$ cat config.mk
export PLATFORM = sky130hd
export DESIGN_NAME = xor_parity_arbiter
export DESIGN_NICKNAME = d
export VERILOG_FILES = /design/src/rtl/xor_parity_arbiter.sv
export SDC_FILE = /design/constraint.sdc
export NUM_CORES = 1
export LEC_CHECK = 0
export CAP_MARGIN = 10
export CORE_MARGIN = 2
export CORE_UTILIZATION = 44
export CTS_CLUSTER_DIAMETER = 80
export DETAILED_ROUTE_END_ITERATION = 8
export GPL_TIMING_DRIVEN = 0
export PLACE_DENSITY = 0.77
export SLEW_MARGIN = 30
export SYNTH_ARGS = -nofsm -noshare
export SYNTH_HDL_FRONTEND = slang
export SYNTH_SLANG_ARGS = --single-unit
export TNS_END_PERCENT = 50
$ cat constraint.sdc
create_clock -name clk -period 1.48 [get_ports clk]
set_input_delay 0.148 -clock clk [delete_from_list [all_inputs] [get_ports clk]]
set_output_delay 0.148 -clock clk [all_outputs]
set_load 0.02 [all_outputs]
$ cat src/rtl/xor_parity_arbiter.sv
// Bit-serial even-parity engine shared by two requesters under round-robin
// arbitration. A single two-input XOR folds the captured word into an
// accumulator one bit per clock, LSB first.

// Shared two-input XOR primitive.
module xor2 (
  input  logic x,
  input  logic y,
  output logic z
);
  assign z = x ^ y;
endmodule

module xor_parity_arbiter #(
  parameter int WIDTH = 8
) (
  input  logic             clk,
  input  logic             rst,
  input  logic             req0_valid,
  input  logic [WIDTH-1:0] req0_data,
  output logic             req0_ready,
  input  logic             req1_valid,
  input  logic [WIDTH-1:0] req1_data,
  output logic             req1_ready,
  output logic             out_valid,
  input  logic             out_ready,
  output logic             out_parity,
  output logic             out_id,
  output logic             busy
);
  localparam int CNT_W = $clog2(WIDTH + 1);

  typedef enum logic [1:0] {IDLE, SHIFT, DONE} state_t;

  state_t             state_q, state_d;
  logic [WIDTH-1:0]   shreg_q;
  logic [CNT_W-1:0]   cnt_q;
  logic               acc_q;
  logic               id_q;
  logic               last_grant_q;
  logic               grant1, grant0, any_valid, last_bit, xor_z;

  // Round-robin pick: a lone requester wins, otherwise the one not served last.
  assign grant1    = req1_valid && (!req0_valid || !last_grant_q);
  assign grant0    = req0_valid && !grant1;
  assign any_valid = req0_valid || req1_valid;
  assign last_bit  = (cnt_q == CNT_W'(WIDTH - 1));

  xor2 u_xor (
    .x (acc_q),
    .y (shreg_q[0]),
    .z (xor_z)
  );

  // Handshakes only in IDLE; suppressed while reset is asserted since no
  // transfer can happen on that edge.
  assign req0_ready = (state_q == IDLE) && grant0 && !rst;
  assign req1_ready = (state_q == IDLE) && grant1 && !rst;
  assign out_valid  = (state_q == DONE);
  assign out_parity = (state_q == DONE) && acc_q;
  assign out_id     = (state_q == DONE) && id_q;
  assign busy       = (state_q != IDLE);

  // State register.
  always_ff @(posedge clk) begin
    if (rst) state_q <= IDLE;
    else     state_q <= state_d;
  end

  // Next-state: accept, shift WIDTH bits, hold result until consumed.
  always_comb begin
    state_d = state_q;
    case (state_q)
      IDLE:    if (any_valid) state_d = SHIFT;
      SHIFT:   if (last_bit)  state_d = DONE;
      DONE:    if (out_ready) state_d = IDLE;
      default: state_d = IDLE;
    endcase
  end

  // Datapath: capture on accept, fold one bit per SHIFT edge, record the
  // served requester when its result is taken.
  always_ff @(posedge clk) begin
    if (rst) begin
      shreg_q      <= '0;
      cnt_q        <= '0;
      acc_q        <= 1'b0;
      id_q         <= 1'b0;
      last_grant_q <= 1'b1;
    end else begin
      case (state_q)
        IDLE: if (any_valid) begin
          shreg_q <= grant1 ? req1_data : req0_data;
          acc_q   <= 1'b0;
          cnt_q   <= '0;
          id_q    <= grant1;
        end
        SHIFT: begin
          acc_q   <= xor_z;
          shreg_q <= shreg_q >> 1;
          cnt_q   <= cnt_q + CNT_W'(1);
        end
        DONE: if (out_ready) last_grant_q <= id_q;
        default: ;
      endcase
    end
  end
endmodule

==> qor.csv <==
stage,metric,value,unit
setup_path,worst-path maximum fanout,5,
yosys,Cells after Synth,92,
yosys,Synth Cell Area,856,um2
finish,area taken by multi-input logic gates,479,um2
setup_path,worst reg2reg path depth,6,
global_routing,GRT Overall Usage,17.4,%
yosys,Yosys cell types,31,
power,Overall Power,0.933,mW
worst_hold_path,Hold WC Path Type,reg2reg,
setup_path,Worst EP arrival,1.27,ns
setup_path,Worst R2R Start,state_q[0],
yosys,"EDFF count, synth",0,
timing,Clock Skew,0.00328,ns
place,IO buf count,26,
floorplan,Core Area,1780,um2
drt,Final ANT Viol Nets,0,
yosys,Syn Nets,114,
clocking,Inserted Clock Buffers,3,
yosys,top_reg_cell synth,dfxtp_1,
floorplan,number of primary I/O pins,27,
yosys,syn_area_per_cell,9.30,um2
timing,Tmin final,1.42,ns
global_routing,antenna violations before repair,0,
setup_path,CP Cell Sequence,a21bo_2 -> buf_8 -> nor3_4 -> buf_6,
finish,register area,345,um2
power,worst-case vdd ir drop,0.462,mV
yosys,top-area cell type share of the netlist area,39.8,%
clocking,clock tree root buffer cell,clkbuf_4,
drt,Routed WL,1.85,mm
finish,final design instance area without fill,1220,um2
floorplan,Die Y-Extent,48.1,um
setup_path,Critical Path Sink,req1_ready,
setup_path,slowest CP cell,dfxtp_2,
setup_path,CP required,1.33,ns
worst_hold_path,WHS Path Cells,1,
setup_path,reg2reg setup slack,0.14,ns
yosys,Yosys reg bits,17,
power,PD cells,765,nW/um2
setup_path,Critical Path Start,last_grant_q,
clocking,Clock Latency Late Sink,0.28,ns
yosys,ys async rst share,0,%
drt,drt wl/cell,12.2,um
global_routing,largest net degree at the start of global routing,11,
setup_path,Max stage delay on crit path,0.33,ns
floorplan,die area,2310,um2
floorplan,width of the die,48.1,um
drt,DRC viols,0,
timing,Final Hold Viols,0,
timing,Min Hold Slack,0.482,ns
finish,"most common cell after layout, fill and taps aside",clkdlybuf4s50_1,
finish,Fillers,141,
finish,Area Overhead vs Synth,42.4,%
place,gpl congestion,0.737,
setup_path,Setup crit end kind,primary output,
floorplan,standard-cell rows,15,
global_routing,grt ovf,0,
outcome,outcome,finished clean,
finish,share of cells above drive strength 1,19.8,%
timing,fin. max-slew vios,0,
finish,most frequent cells in the layout,"clkdlybuf4s50_1, dfxtp_1, nor2_1",
drt,DR iter-0 viols,15,
drt,first drt pass iteration count,4,
yosys,largest cells by area after synthesis,"dfxtp_1, mux2i_1, a22oi_1",
clocking,clock sink count,17,
setup_path,crit start category,register,
setup_path,CP Depth,4,
drt,Via density,5.30,
place,DP Area,1150,um2
global_routing,number of global-route vias before repair,688,
drt,Vias,800,
timing,# setup viols final,0,
yosys,YS warnings,0,
timing,Worst-Margin Slew,0.651,ns
clocking,clk slew on worst S/H paths,0.10,ns
place,detailed placement HPWL,1.35,mm
yosys,sequential share of the synthesized area,39.8,%
setup_path,critical path class,reg2out,
global_routing,first-pass GRT wire length,2.76,mm
finish,antenna cells,0,
place,post-place setup slack,-0.659,ns
timing,Final Cycle Share,95.7,%
power,LEAKAGE,0.503,nW
setup_path,Top delay family on crit path,flip-flops,
timing,FMAX,706,MHz
flow_run,Max Cap Violations,0,
finish,final core occ,68.4,%
setup_path,terminus of the critical flop-to-flop path,shreg_q[6],
clocking,H-tree depth,1,
finish,Final nets,149,
timing,worst setup margin,0.0632,ns
clocking,CTS tree,yes,
setup_path,worst path bufs/invs,2,
clocking,clk buf depth,2,
yosys,"area leader, netlist",dfxtp_1,
timing,Max-slew headroom,56.2,%
floorplan,Starting Density,48.0,%
final cells by class:
class                      instances  area share [%]
multi-input combinational         66            39.3
sequential                        17            28.3
timing repair buffer              30            22.5
buffer                             5            3.80
tap                               25            2.57
clock buffer                       3            1.85
inverter                           4            1.23
clock inverter                     1           0.411
worst register-to-register path, cell delays in order, from the launching register on:
cell,delay [ns]
dfxtp_1,0.35
buf_6,0.15
nor2b_1,0.18
buf_2,0.24
nor2_1,0.06
a21oi_1,0.15
a32o_1,0.17
cells in the mapped netlist, types with 2 or more instances:
cell,instances
buf_6,3
o21ai_0,3
mux2i_1,7
nand2b_1,3
nor3_1,7
a21oi_1,2
nor3b_1,2
nor2_2,2
a22oi_1,7
a32o_1,2
inv_1,3
nor2_1,9
nor2b_1,2
o22ai_1,5
dfxtp_1,17
xnor2_1,3
repair_timing:
action / 4_1_cts / 5_1_grt
gates resized for setup: 20 / 11
hold buffers: 0 / 0
pin swaps: 0 / 2
setup endpoints to repair: 6 / 6
buffers inserted: 0 / 4
registers in the layout, indices dropped and copies added, names as in the netlist:
signal and count:
id_q 1, cnt_q 4, last_grant_q 1, shreg_q 8, acc_q 1, state_q 2
metal layers:
metal  vias up  global-route usage, %  wire, um
li1        403                      -         -
met1       368                   19.5       842
met2        27                   32.3       901
met3         2                   4.44        85
met4         0                   4.86        15
met5         -                      0         0
logic make-up (layout without fill, tap and decap cells):
kind of cell,Yosys count,in the layout,share of synthesized area (%)
flops,17,17,39.8
fa+ha+maj,1,1,1.46
buf+inv,9,43,6.72
simple gates,32,32,21.6
xor+xnor,3,3,3.07
compound gates,23,23,19.2
mux,7,7,8.19
through the flow:
stage	instances	TNS, ns
final	151	0
after global routing	151	-0.0240
after CTS	147	0
after detailed placement	143	-2.35
after global placement	143	-2.17
after floorplan	92	0
worst min path at each step:
stage,start,to
3_3_place_gp,shreg_q[6],shreg_q[6]
3_5_place_dp,shreg_q[6],shreg_q[6]
2_1_floorplan,out_ready,last_grant_q
6_report,shreg_q[6],shreg_q[6]
5_1_grt,req1_data[4],shreg_q[4]
4_1_cts,shreg_q[6],shreg_q[6]
report_power, final:
part	internal, mW	switching [mW]	leakage, nW
Sequential	0.481	0.0145	0.140
Clock	0.100	0.144	0.0177
Combinational	0.111	0.0825	0.346
(Power assumes the default switching activity.)
